`config.mk`:
```
export PLATFORM = sky130hd
export DESIGN_NAME = uart_tx_feeder
export DESIGN_NICKNAME = d
export VERILOG_FILES = /design/src/rtl/uart_tx_feeder.sv
export SDC_FILE = /design/constraint.sdc
export NUM_CORES = 1
export LEC_CHECK = 0
export CAP_MARGIN = 15
export CORE_MARGIN = 5
export CORE_UTILIZATION = 49
export DETAILED_ROUTE_END_ITERATION = 6
export GPL_ROUTABILITY_DRIVEN = 0
export GPL_TIMING_DRIVEN = 0
export PLACE_DENSITY = 0.79
export SLEW_MARGIN = 20
export SYNTH_ARGS = -nofsm -noshare
export SYNTH_HDL_FRONTEND = slang
export SYNTH_SLANG_ARGS = --single-unit
```
`constraint.sdc`:
```
create_clock -name CLK -period 2.1 [get_ports CLK]
set_input_delay 0.63 -clock CLK [delete_from_list [all_inputs] [get_ports CLK]]
set_output_delay 0.63 -clock CLK [all_outputs]
set_load 0.01 [all_outputs]
```
`src/rtl/uart_tx_feeder.sv`:
```
// uart_tx_feeder: pops words from the TX async FIFO read port and hands them
// one at a time to the UART transmitter. Acceptance is the rising edge of
// TX_BUSY; the pop pulse follows acceptance, and the next word only launches
// after the frame has finished and the optional inter-frame gap has elapsed.
// A handshake that never gets a TX_BUSY rise is abandoned after TIMEOUT_CYC
// cycles without popping, so the same word is retried.
//
// Handshake contract: TX_DATA_VALID rises together with a stable TX_P_DATA
// and stays high until the UART raises TX_BUSY (accept) or the timeout
// expires. FIFO_RD_INC is a single-cycle pulse issued only on accept, so at
// most one pop happens per frame.
`timescale 1ns/1ps

module uart_tx_feeder #(
    parameter int DATA_WIDTH  = 8,
    parameter int GAP_CYCLES  = 0,
    parameter int TIMEOUT_CYC = 1024
) (
    input  logic                  CLK,
    input  logic                  RST,
    input  logic                  TX_EN,
    input  logic                  FIFO_EMPTY,
    input  logic [DATA_WIDTH-1:0] FIFO_RD_DATA,
    output logic                  FIFO_RD_INC,
    input  logic                  TX_BUSY,
    output logic [DATA_WIDTH-1:0] TX_P_DATA,
    output logic                  TX_DATA_VALID,
    output logic                  TX_TIMEOUT,
    output logic [15:0]           FRAME_CNT,
    output logic [1:0]            STATE_DBG
);

    localparam logic [1:0] S_IDLE  = 2'd0;
    localparam logic [1:0] S_VALID = 2'd1;
    localparam logic [1:0] S_BUSY  = 2'd2;
    localparam logic [1:0] S_GAP   = 2'd3;

    // Counter widths; TIMEOUT_CYC is at least 2 so TMO_W is at least 1.
    localparam int TMO_W = (TIMEOUT_CYC > 2) ? $clog2(TIMEOUT_CYC) : 1;
    localparam int GAP_W = (GAP_CYCLES > 2) ? $clog2(GAP_CYCLES) : 1;
    localparam logic [TMO_W-1:0] TMO_LAST = TMO_W'(TIMEOUT_CYC - 1);
    localparam logic [GAP_W-1:0] GAP_LAST = GAP_W'((GAP_CYCLES > 0) ? (GAP_CYCLES - 1) : 0);
    // After a frame (or an abandoned handshake) either rest in GAP or go straight home.
    localparam logic [1:0] S_AFTER = (GAP_CYCLES == 0) ? S_IDLE : S_GAP;

    logic [1:0]            state_q,     state_d;
    logic                  busy_q,      busy_d;
    logic [DATA_WIDTH-1:0] data_q,      data_d;
    logic                  valid_q,     valid_d;
    logic                  rd_inc_q,    rd_inc_d;
    logic                  timeout_q,   timeout_d;
    logic [15:0]           frame_cnt_q, frame_cnt_d;
    logic [TMO_W-1:0]      tmo_cnt_q,   tmo_cnt_d;
    logic [GAP_W-1:0]      gap_cnt_q,   gap_cnt_d;
    logic                  busy_rise;

    assign busy_rise = TX_BUSY & ~busy_q;

    // Next-state and datapath decisions for the launch/accept/finish sequence.
    always_comb begin
        state_d     = state_q;
        busy_d      = TX_BUSY;
        data_d      = data_q;
        valid_d     = valid_q;
        rd_inc_d    = 1'b0;
        timeout_d   = 1'b0;
        frame_cnt_d = frame_cnt_q;
        tmo_cnt_d   = tmo_cnt_q;
        gap_cnt_d   = gap_cnt_q;
        case (state_q)
            S_IDLE: begin
                if (TX_EN && !FIFO_EMPTY && !TX_BUSY) begin
                    data_d    = FIFO_RD_DATA;
                    valid_d   = 1'b1;
                    tmo_cnt_d = '0;
                    state_d   = S_VALID;
                end
            end
            S_VALID: begin
                // Acceptance takes priority over a timeout on the same cycle.
                if (busy_rise) begin
                    valid_d  = 1'b0;
                    rd_inc_d = 1'b1;
                    state_d  = S_BUSY;
                end else if (tmo_cnt_q == TMO_LAST) begin
                    valid_d   = 1'b0;
                    timeout_d = 1'b1;
                    gap_cnt_d = '0;
                    state_d   = S_AFTER;
                end else begin
                    tmo_cnt_d = tmo_cnt_q + TMO_W'(1);
                end
            end
            S_BUSY: begin
                if (!TX_BUSY) begin
                    frame_cnt_d = frame_cnt_q + 16'd1;
                    gap_cnt_d   = '0;
                    state_d     = S_AFTER;
                end
            end
            S_GAP: begin
                if (gap_cnt_q == GAP_LAST) begin
                    state_d = S_IDLE;
                end else begin
                    gap_cnt_d = gap_cnt_q + GAP_W'(1);
                end
            end
            default: begin
                state_d = S_IDLE;
            end
        endcase
    end

    // State and output registers; reset clears everything asynchronously.
    always_ff @(posedge CLK or negedge RST) begin
        if (!RST) begin
            state_q     <= S_IDLE;
            busy_q      <= 1'b0;
            data_q      <= '0;
            valid_q     <= 1'b0;
            rd_inc_q    <= 1'b0;
            timeout_q   <= 1'b0;
            frame_cnt_q <= '0;
            tmo_cnt_q   <= '0;
            gap_cnt_q   <= '0;
        end else begin
            state_q     <= state_d;
            busy_q      <= busy_d;
            data_q      <= data_d;
            valid_q     <= valid_d;
            rd_inc_q    <= rd_inc_d;
            timeout_q   <= timeout_d;
            frame_cnt_q <= frame_cnt_d;
            tmo_cnt_q   <= tmo_cnt_d;
            gap_cnt_q   <= gap_cnt_d;
        end
    end

    assign TX_P_DATA     = data_q;
    assign TX_DATA_VALID = valid_q;
    assign FIFO_RD_INC   = rd_inc_q;
    assign TX_TIMEOUT    = timeout_q;
    assign FRAME_CNT     = frame_cnt_q;
    assign STATE_DBG     = state_q;

endmodule

```
Word level (Yosys, flattened, before mapping):

Index checks and enable logic that the tools add are counted.

* register bits after elaboration: 41
* bits of input ports: 13
* output and inout port bits: 29
* word-level logic and storage cells: 62

* $add $sub $neg: 3
* equal/unequal tests: 11
* muxes and demuxes: 23
* bitwise operators: 3
* reductions and logical operators: 13

Operators by type and width (count)
* $mux 10: 3
* $pmux 10 s2: 1
* $add 16x1->16 const B: 1
* $ne 2x2->1 const B: 6
* $reduce_and 4->1: 3
* $mux 1: 11
* $add 10x1->10 const B: 1
* $eq 10x10->1 const B: 1
* $mux 2: 5
* $pmux 2 s4: 1
* $eq 2x2->1 const B: 2
* $reduce_and 2->1: 2
* $ne 3x3->1 const B: 1
* $pmux 1 s3: 1
* $reduce_and 3->1: 1
* $reduce_bool 3->1: 1
* $eq 2x1->1 const B: 1
* $logic_and 1x1->1: 2
* $logic_not 1->1: 2
* $logic_not 2->1: 1
* $not 1->1: 2
* $pmux 1 s2: 1
* $reduce_bool 2->1: 1
* $add 1x1->1 const B: 1
* $and 1x1->1: 1

Depth between registers and ports, before layout:

Gate-level depths: netlist (run 1).

* depth in word-level cells: 5
* mapped depth: 6
* mapped depth without buffers: 5

Least setup slack after synthesis (run 1):

Ideal clock, no wire load.

* path kind: in2reg
* start: input port TX_BUSY
* end: register tmo_cnt_q[8]
* setup time: 0.127 ns
* arrival: 1.404 ns
* required time: 1.973 ns
* path slack: 0.570 ns
* stages on the path: 6
* path buffers: 2
* cell sequence: nor4_1 > nand2_1 > buf_6 > buf_6 > o211ai_1 > o21ai_1

* cells in the longest elaborated chain, start to end: 4
* elaborated cells on any way between the ends: 6
* classes of those cells: eq/ne (2); bitwise (1); reduce/logical (3)

Ends and longest elaborated chain
* from (decl): line 25 `input logic TX_BUSY,`
* $logic_not 1->1
* $logic_and 1x1->1: line 72 `if (TX_EN && !FIFO_EMPTY && !TX_BUSY) begin`
* $ne 2x2->1 (no line)
* $reduce_and 4->1 (no line) (*)
* to (signal assigned): line 134 `tmo_cnt_q <= tmo_cnt_d;`
* to (decl): line 53 `logic [TMO_W-1:0] tmo_cnt_q, tmo_cnt_d;`

Mark *: on every way between the ends. The rest lies on a longest branch, timed or not.
A chain may end at the register's enable or synchronous reset.

Worst setup path in the final report (run 1):

* start: register state_q[1] (netlist: STATE_DBG[1])
* end: output port STATE_DBG[1]

RTL lines
* from (decl): line 46 `logic [1:0] state_q, state_d;`
* from (signal assigned): line 127 `state_q <= state_d;`
* to (decl): line 30 `output logic [1:0] STATE_DBG`

No word-level cell between the ends.

==> run summary, run 1 <==
status = complete, no violations
post-synth cell types = 35
FF-to-FF Start = tmo_cnt_q[0]
largest net degree at the start of global routing = 27
Tcrit/Tclk final = 0.953
clk_skew = 0.00628 ns
CTS tree = yes
port bufs = 41
final setup vio count = 0
synthesized instance count = 165
critical path cell sequence = clkdlybuf4s50_1
hold buffer count at cts = 0
# DRC = 0
Antenna Cells = 0
placed cell areas = 0.00229 mm^2
Initial Utilization = 0.502
Post-Syn Nets = 180
WL/cell = 14.3 um
Post-DRT Antenna Nets = 0
layout cells sized above 1 = 0.103
Via-to-Cell Ratio = 5.34
Seq/Total Area, Yosys = 0.553
clk slew on worst S/H paths = 0.07 ns
Iter 0 DRT Violations = 68
Die Span Y = 70.8 um
number of buffers added for setup after CTS = 0
max-capacitance violation count = 0
clk root buf = clkbuf_8
Slew Limit Fails = 0
relative slew slack = 0.746
first-pass GRT wire length = 6670 um
fin crit period = 2.00 ns
First-pass DRT Iterations = 4
worst-path maximum fanout = 7
H-tree levels = 2
critical path's largest stage delay = 0.59 ns
Final Hold Fails = 0
commonest non-fill, non-tap cell in the layout = nand2_1
Synth Area per Inst = 11.0 um^2
CP delay by family, top = buffers and inverters
CP Launch Type = register
initial antenna violation count = 0
I/O pins = 42
most frequent cells in the layout = nand2_1, clkdlybuf4s50_1, dfrtp_1
Tightest Pin Transition = 0.381 ns
Core Rows = 22
Buf/Inv on CP = 1
CTS Sinks = 40
CP startpoint = STATE_DBG[1]
All-Layer GR Usage = 0.167
Peak Freq = 500 MHz
hold crit path type = input pin to asynchronous set/reset pin
power density over cell area = 837 mW/mm^2
Die W = 70.8 um
WP data arrival = 1.37 ns
Hold Slack = 0.254 ns
Design Area, Final = 0.00238 mm^2
Final nets = 229
Area Overhead vs Synth = 31.5%
cell leakage power = 0.00116 uW
Synth warnings = 0
Max Buffers Root-to-Sink = 2
RSZ-0062 raised after global routing = no
Synth Cell Area = 0.00181 mm^2
Overflow after GRT = 0
core area = 0.00361 mm^2
maximum VDD drop = 0.000466 V
utilization after layout = 0.660
vias = 1399
overall power = 1990 uW
clock insertion delay at the later pin of the skew report = 0.29 ns
Setup Crit Path Kind = register to output port
total wire length = 3740 um
Num CTS Buffers = 5
Worst EP required = 1.47 ns
Die ar. = 0.00501 mm^2
Slowest cell on crit path = clkdlybuf4s50_1
vias in the first global route = 1433
Yosys reg bits = 40
Worst setup EP type = output port
Post-DP HPWL = 2920 um
# resized after CTS = 0
-- kinds of logic (layout without fill, tap and decap cells) --
family                     after synthesis  in the layout  synth area share
muxes                                    8              8            0.0450
and+or+nand+nor                         89             89             0.271
buffers and inverters                    4             53            0.0173
AOI/OAI and AO/OA                        7              7            0.0270
xor gates and xnor gates                15             15            0.0726
adders and majority gates                2              2            0.0138
DFF                                     40             40             0.553
-- power by group --
part           internal, uW  total [uW]  switching (uW)
logic                   283         491             208
clock network           226         470             245
registers               900        1030             129
-- metal layers --
layer | GRT usage | up-vias | share of wire
met5 | 0 | - | 0
met4 | 0.0814 | 0 | 0.022
met3 | 0.0341 | 7 | 0.048
met2 | 0.290 | 33 | 0.48
met1 | 0.197 | 695 | 0.45
li1 | - | 664 | -
-- per-stage QoR --
| stage | std cells | setup TNS [ns] | worst slack [ns] |
|---|---|---|---|
| 4_1_cts | 262 | 0 | 0.0254 |
| 5_1_grt | 262 | 0 | 0.0122 |
| 3_5_place_dp | 255 | -2.78 | -0.247 |
| 2_1_floorplan | 165 | 0 | 0.570 |
| 6_report | 262 | 0 | 0.0984 |
| 3_3_place_gp | 254 | -21.91 | -0.502 |
-- synth_stat cells (all sizes together) --
library cell,count,area (um^2)
mux2,1,11.3
mux2i,7,70.1
dfrtp,40,1000
o21ai,2,10.0
buf,3,27.5
nor3b,1,18.8
a21oi,1,5.00
xor2,7,61.3
o211ai,1,7.51
nand2b,3,26.3
nand4bb,1,11.3
and2,2,12.5
inv,1,3.75
xnor2,8,70.1
and4bb,1,12.5
nor3,3,20.0
and4,2,17.5
nor4,3,33.8
and2b,1,7.51
nand2,41,154
nor2,8,30.0
nand3,9,45.0
ha,2,25.0
and3,5,31.3
a31o,3,26.3
nor2b,1,6.26
nand4,7,56.3
or2b,1,7.51
-- flip-flops by register name (all words and copies together), names as in the netlist --
register / flops
FRAME_CNT: 16
tmo_cnt_q: 10
TX_P_DATA: 8
STATE_DBG: 2
FIFO_RD_INC: 1
TX_DATA_VALID: 1
TX_TIMEOUT: 1
busy_q: 1
-- cell type report --
type | count | area, um^2
Timing Repair Buffer | 42 | 425
Tap cell | 48 | 60.1
Sequential cell | 40 | 1000
Multi-Input combinational cell | 121 | 782
Clock inverter | 1 | 5.00
Buffer | 3 | 27.5
Inverter | 1 | 3.75
Fill cell | 289 | 1230
Clock buffer | 6 | 72.6
-- worst paths after layout --
kind	to	slack, ns	cells past startpoint
max	STATE_DBG[1]	0.1	1
min	tmo_cnt_q[6]	0.25	1
max reg2reg	tmo_cnt_q[1]	0.44	5
min reg2reg	FRAME_CNT[15]	0.47	1
max in group asynchronous	STATE_DBG[0]	1.38	2
min in group CLK	FRAME_CNT[15]	0.47	1
Note: power is estimated with default switching activity, not from simulation.
==> inputs of run 2 (changes only) <==
--- a/config.mk
+++ b/config.mk
@@ -12,6 +12,7 @@
 export GPL_ROUTABILITY_DRIVEN = 0
 export GPL_TIMING_DRIVEN = 0
 export PLACE_DENSITY = 0.79
+export RECOVER_POWER = 50
 export SLEW_MARGIN = 20
 export SYNTH_ARGS = -nofsm -noshare
 export SYNTH_HDL_FRONTEND = slang
==> run 2 against run 1 <==
  * First-iteration DRC count increased by 19%
  * Non-clock buffer count is the same
  * Clock power about the same
  * Worst setup slack barely moved
  * Design area is 0.68% lower
  * Core utilization shrank 0.45 points
  * Clock skew is essentially flat
  * Worst hold slack better by 0.16 ns
  * Sequential power about the same
  * Wire length down 0.11%
  * Sequential share of layout area is 0.29 points higher
  * Critical endpoint unchanged
==> run summary, run 2 (synthesized netlist as in run 1, its figures left out) <==
relative slew slack = 0.445 (-0.301)
Tcrit/Tclk final = 0.953 (about the same)
vias = 1395 (-0.29%)
Initial Utilization = 0.502 (unchanged)
most used routing layer = met2
FF-to-FF setup slack = 0.44 ns (about the same)
# resized after CTS = 0 (unchanged)
core area = 0.00361 mm^2 (unchanged)
First-pass DRT Iterations = 4 (unchanged)
Area Overhead vs Synth = 30.6%
met3 Use GR = 0.0341 (unchanged)
worst-path maximum fanout = 7 (unchanged)
cell leakage power = 0.00116 uW (+0.25%)
CP delay by family, top = buffers and inverters
Antenna Cells = 0 (unchanged)
initial antenna violation count = 0 (unchanged)
CP Launch Type = register
Iter 0 DRT Violations = 81 (+19%)
Peak Freq = 500 MHz (about the same)
clk_skew = 0.00630 ns (+0.0000133 ns)
Setup Crit Path Kind = register to output port
Slew Limit Fails = 0 (unchanged)
max-capacitance violation count = 0 (unchanged)
Post-DP HPWL = 2920 um (unchanged)
Post-DRT Antenna Nets = 0 (unchanged)
most frequent cells in the layout = nand2_1, dfrtp_1, clkdlybuf4s50_1
Final Hold Fails = 0 (unchanged)
routing usage on met1 = 0.197 (unchanged)
Num CTS Buffers = 5 (unchanged)
maximum VDD drop = 0.000466 V (about the same)
clk slew on worst S/H paths = 0.07 ns (about the same)
WP data arrival = 1.37 ns (about the same)
fin crit period = 2.00 ns (-0.0000655 ns)
critical path cell sequence = clkdlybuf4s50_1
Design Area, Final = 0.00236 mm^2 (-0.68%)
clock insertion delay at the later pin of the skew report = 0.29 ns (about the same)
All-Layer GR Usage = 0.167 (unchanged)
Core Rows = 22 (unchanged)
Final nets = 229 (unchanged)
clk root buf = clkbuf_8
Largest register FFs = 16 (unchanged)
Tightest Pin Transition = 0.832 ns (+0.451 ns)
total wire length = 3740 um (-0.11%)
hold buffer count at cts = 0 (unchanged)
Slowest cell on crit path = clkdlybuf4s50_1
commonest non-fill, non-tap cell in the layout = nand2_1
Via-to-Cell Ratio = 5.32 (-0.29%)
power density over cell area = 837 mW/mm^2 (about the same)
CTS Sinks = 40 (unchanged)
Max Buffers Root-to-Sink = 2 (unchanged)
Die Span Y = 70.8 um (unchanged)
GR Util met2 = 0.290 (unchanged)
final setup vio count = 0 (unchanged)
Die ar. = 0.00501 mm^2 (unchanged)
number of buffers added for setup after CTS = 0 (unchanged)
H-tree levels = 2 (unchanged)
Die W = 70.8 um (unchanged)
port bufs = 41 (unchanged)
placed cell areas = 0.00229 mm^2 (unchanged)
utilization after layout = 0.655 (-0.00451)
status = complete, no violations
Buf/Inv on CP = 1 (unchanged)
first-pass GRT wire length = 6670 um (unchanged)
WL/cell = 14.3 um (-0.11%)
Worst setup EP type = output port
layout cells sized above 1 = 0.0981 (-0.00467)
# DRC = 0 (unchanged)
I/O pins = 42 (unchanged)
RSZ-0062 raised after global routing = no
overall power = 1980 uW (-0.62%)
Overflow after GRT = 0 (unchanged)
largest net degree at the start of global routing = 27 (unchanged)
CTS tree = yes
critical path's largest stage delay = 0.59 ns (about the same)
hold crit path type = input pin to asynchronous set/reset pin
Worst EP required = 1.47 ns (about the same)
vias in the first global route = 1433 (unchanged)
-- run 2: cell count changes in the layout (fill, tap and decap cells not counted) --
cell,delta
clkbuf_2,+1
clkdlybuf4s50_1,-5
buf_2,-1
clkbuf_1,+1
dlygate4sd3_1,+5
buf_12,-1
-- run 2: final timing paths --
path	to	start	cells past startpoint
worst min-delay path	tmo_cnt_q[6]	RST	1
min in group CLK	FRAME_CNT[15]	FRAME_CNT[15]	1
max in group asynchronous	STATE_DBG[0]	RST	2
worst max register to register	tmo_cnt_q[1]	tmo_cnt_q[0]	5
worst min register to register	FRAME_CNT[15]	FRAME_CNT[15]	1
worst max-delay path	STATE_DBG[1]	STATE_DBG[1]	1
-- run 2: metrics by stage --
step / setup TNS [ns] / hold slack [ns] / setup WS (ns) / cells
after floorplan: 0 / 0.334 / 0.570 / 165
after global placement: -21.91 / 0.457 / -0.502 / 254
after detailed placement: -2.78 / 0.467 / -0.247 / 255
after CTS: 0 / 0.260 / 0.0254 / 262
after global routing: 0 / 0.483 / 0.0122 / 262
final: 0 / 0.416 / 0.0985 / 262
-- run 2: report_power, final --
group          switching [uW]  total (uW)  internal, uW
combinational             207         480           273
clock                     245         470           226
sequential                128        1030           900
-- run 2: routing by layer --
| layer | vias up | wire, um |
|---|---|---|
| met5 | - | 0 |
| met4 | 0 | 83 |
| met3 | 7 | 183 |
| met2 | 35 | 1800 |
| met1 | 689 | 1670 |
| li1 | 664 | - |
-- run 2: layout make-up --
type / instances / area (um^2)
Inverter: 1 / 3.75
Tap cell: 48 / 60.1
Clock buffer: 6 / 72.6
Multi-Input combinational cell: 121 / 782
Sequential cell: 40 / 1000
Fill cell: 292 / 1240
Buffer: 3 / 27.5
Clock inverter: 1 / 5.00
Timing Repair Buffer: 42 / 409
-- run 2: worst register-to-register path, stage by stage, from the launching register on --
cell and delay [ns]:
dfrtp_1 0.39, ha_1 0.20, and4_1 0.27, nand4_2 0.24, and3_1 0.27, a31o_1 0.19
==> inputs of run 3 (changes only) <==
--- a/config.mk
+++ b/config.mk
@@ -11,7 +11,8 @@
 export DETAILED_ROUTE_END_ITERATION = 6
 export GPL_ROUTABILITY_DRIVEN = 0
 export GPL_TIMING_DRIVEN = 0
-export PLACE_DENSITY = 0.79
+export HOLD_SLACK_MARGIN = 0.05
+export PLACE_DENSITY = 0.87
 export RECOVER_POWER = 50
 export SLEW_MARGIN = 20
 export SYNTH_ARGS = -nofsm -noshare
==> run 3 against run 2 <==
  * Sequential power is essentially flat
  * Core utilization grew 0.17 points
  * Highest routed layer unchanged
  * Critical path type unchanged
  * Sequential share of layout area shrank 0.11 points
  * Largest cell class unchanged
  * Worst setup slack lost 0.0064 ns
  * Clock power shrank 2%
  * Via count shrank 1.9%
  * Design area grew 0.26%
==> run summary, run 3 (synthesized netlist as in run 1, its figures left out) <==
power density over cell area = 832 mW/mm^2 (-0.58%)
Area Overhead vs Synth = 30.9%
Worst setup EP type = output port
clk_skew = 0.00636 ns (+0.0000637 ns)
Tcrit/Tclk final = 0.956 (+0.00304)
clock insertion delay at the later pin of the skew report = 0.28 ns (about the same)
H-tree levels = 2 (unchanged)
Hold Slack = 0.408 ns (-0.00728 ns)
layout cells sized above 1 = 0.103 (+0.00467)
total wire length = 3610 um (-3.5%)
status = complete, no violations
hold crit path type = input pin to asynchronous set/reset pin
CP startpoint = STATE_DBG[1]
clk root buf = clkbuf_8
CTS tree = yes
final setup vio count = 0 (unchanged)
Core Rows = 22 (unchanged)
Buf/Inv on CP = 1 (unchanged)
Antenna Cells = 0 (unchanged)
WP data arrival = 1.38 ns (about the same)
fin worst setup slack = 0.0921 ns (-0.00638 ns)
Via-to-Cell Ratio = 5.22 (-1.9%)
Die Span Y = 70.8 um (unchanged)
largest net degree at the start of global routing = 26 (-3.7%)
Max Buffers Root-to-Sink = 2 (unchanged)
worst-path maximum fanout = 7 (unchanged)
maximum VDD drop = 0.000568 V (+22%)
first-pass GRT wire length = 6230 um (-6.6%)
cell leakage power = 0.00116 uW (about the same)
Final Hold Fails = 0 (unchanged)
DP Worst Slack = -0.271 ns (-0.0242 ns)
commonest non-fill, non-tap cell in the layout = nand2_1
Slowest cell on crit path = clkdlybuf4s50_1
CP delay by family, top = buffers and inverters
I/O pins = 42 (unchanged)
critical path cell sequence = clkdlybuf4s50_1
Worst EP required = 1.47 ns (about the same)
Post-DRT Antenna Nets = 0 (unchanged)
Die W = 70.8 um (unchanged)
Post-Route M1 WL = 1730 um (+3.2%)
Tightest Pin Transition = 0.810 ns (-0.0222 ns)
number of buffers added for setup after CTS = 0 (unchanged)
Final nets = 229 (unchanged)
fin crit period = 2.01 ns (+0.00638 ns)
CP Launch Type = register
clk slew on worst S/H paths = 0.07 ns (about the same)
RSZ-0062 raised after global routing = no
Largest register FFs = 16 (unchanged)
FF-to-FF Start = tmo_cnt_q[0]
max-capacitance violation count = 0 (unchanged)
All-Layer GR Usage = 0.155 (-0.0123)
CTS Sinks = 40 (unchanged)
vias in the first global route = 1351 (-5.7%)
Initial Utilization = 0.502 (unchanged)
Post-DP HPWL = 2660 um (-8.7%)
port bufs = 41 (unchanged)
most frequent cells in the layout = nand2_1, dfrtp_1, clkdlybuf4s50_1
WL met3 = 200 um (+9.3%)
Peak Freq = 498 MHz (-0.32%)
WL/cell = 13.8 um (-3.5%)
initial antenna violation count = 0 (unchanged)
top sig layer = met4
critical path's largest stage delay = 0.60 ns (about the same)
vias = 1368 (-1.9%)
Iter 0 DRT Violations = 91 (+12%)
core area = 0.00361 mm^2 (unchanged)
Num CTS Buffers = 5 (unchanged)
Overflow after GRT = 0 (unchanged)
# DRC = 0 (unchanged)
First-pass DRT Iterations = 4 (unchanged)
Die ar. = 0.00501 mm^2 (unchanged)
Slew Limit Fails = 0 (unchanged)
Setup Crit Path Kind = register to output port
relative slew slack = 0.460 (+0.0148)
met2 WL post-DR = 1630 um (-9.3%)
[run 3: cell counts in the layout (fill, tap and decap cells not counted)]
No cell type changed its count.
[run 3: area by class of cell]
cell class / count / area (um^2)
Sequential cell: 40 / 1000
Inverter: 1 / 3.75
Multi-Input combinational cell: 121 / 788
Buffer: 3 / 27.5
Clock buffer: 6 / 72.6
Fill cell: 296 / 1240
Timing Repair Buffer: 42 / 409
Tap cell: 48 / 60.1
Clock inverter: 1 / 5.00
[run 3: what timing repair did]
action                                  4_1_cts  5_1_grt
resized for setup                             0        3
endpoints found under the setup margin        0        4
hold buffers                                  0        0
[run 3: path summary, 6_finish.rpt]
| check | cells after the start | slack, ns | endpoint |
|---|---|---|---|
| min | 1 | 0.41 | tmo_cnt_q[2] |
| min in group CLK | 1 | 0.47 | FRAME_CNT[15] |
| max | 1 | 0.09 | STATE_DBG[1] |
| max reg2reg | 5 | 0.43 | tmo_cnt_q[1] |
| max in group asynchronous | 2 | 0.60 | STATE_DBG[0] |
| min reg2reg | 1 | 0.47 | FRAME_CNT[15] |
[run 3: power breakdown]
part | leakage [uW] | internal (uW) | switching [uW]
combinational | 0.000586 | 272 | 209
sequential | 0.000532 | 900 | 130
clock | 0.0000410 | 226 | 234
total | 0.00116 | 1400 | 574
[run 3: per-stage QoR]
step,cells,total power [uW],TNS (ns),utilization,cell area [um^2]
global placement,254,1510,-25.15,0.632,2280
CTS,262,2010,0,0.660,2380
global route,262,2090,0,0.657,2370
finish,262,1970,0,0.657,2370
detailed placement,255,1540,-3.89,0.638,2300
floorplan,165,1240,0,-,1810
[run 3: metal layers]
metal | vias to the layer above | track usage
li1 | 668 | -
met1 | 651 | 0.210
met2 | 45 | 0.236
met3 | 4 | 0.0384
met4 | 0 | 0.0689
met5 | - | 0
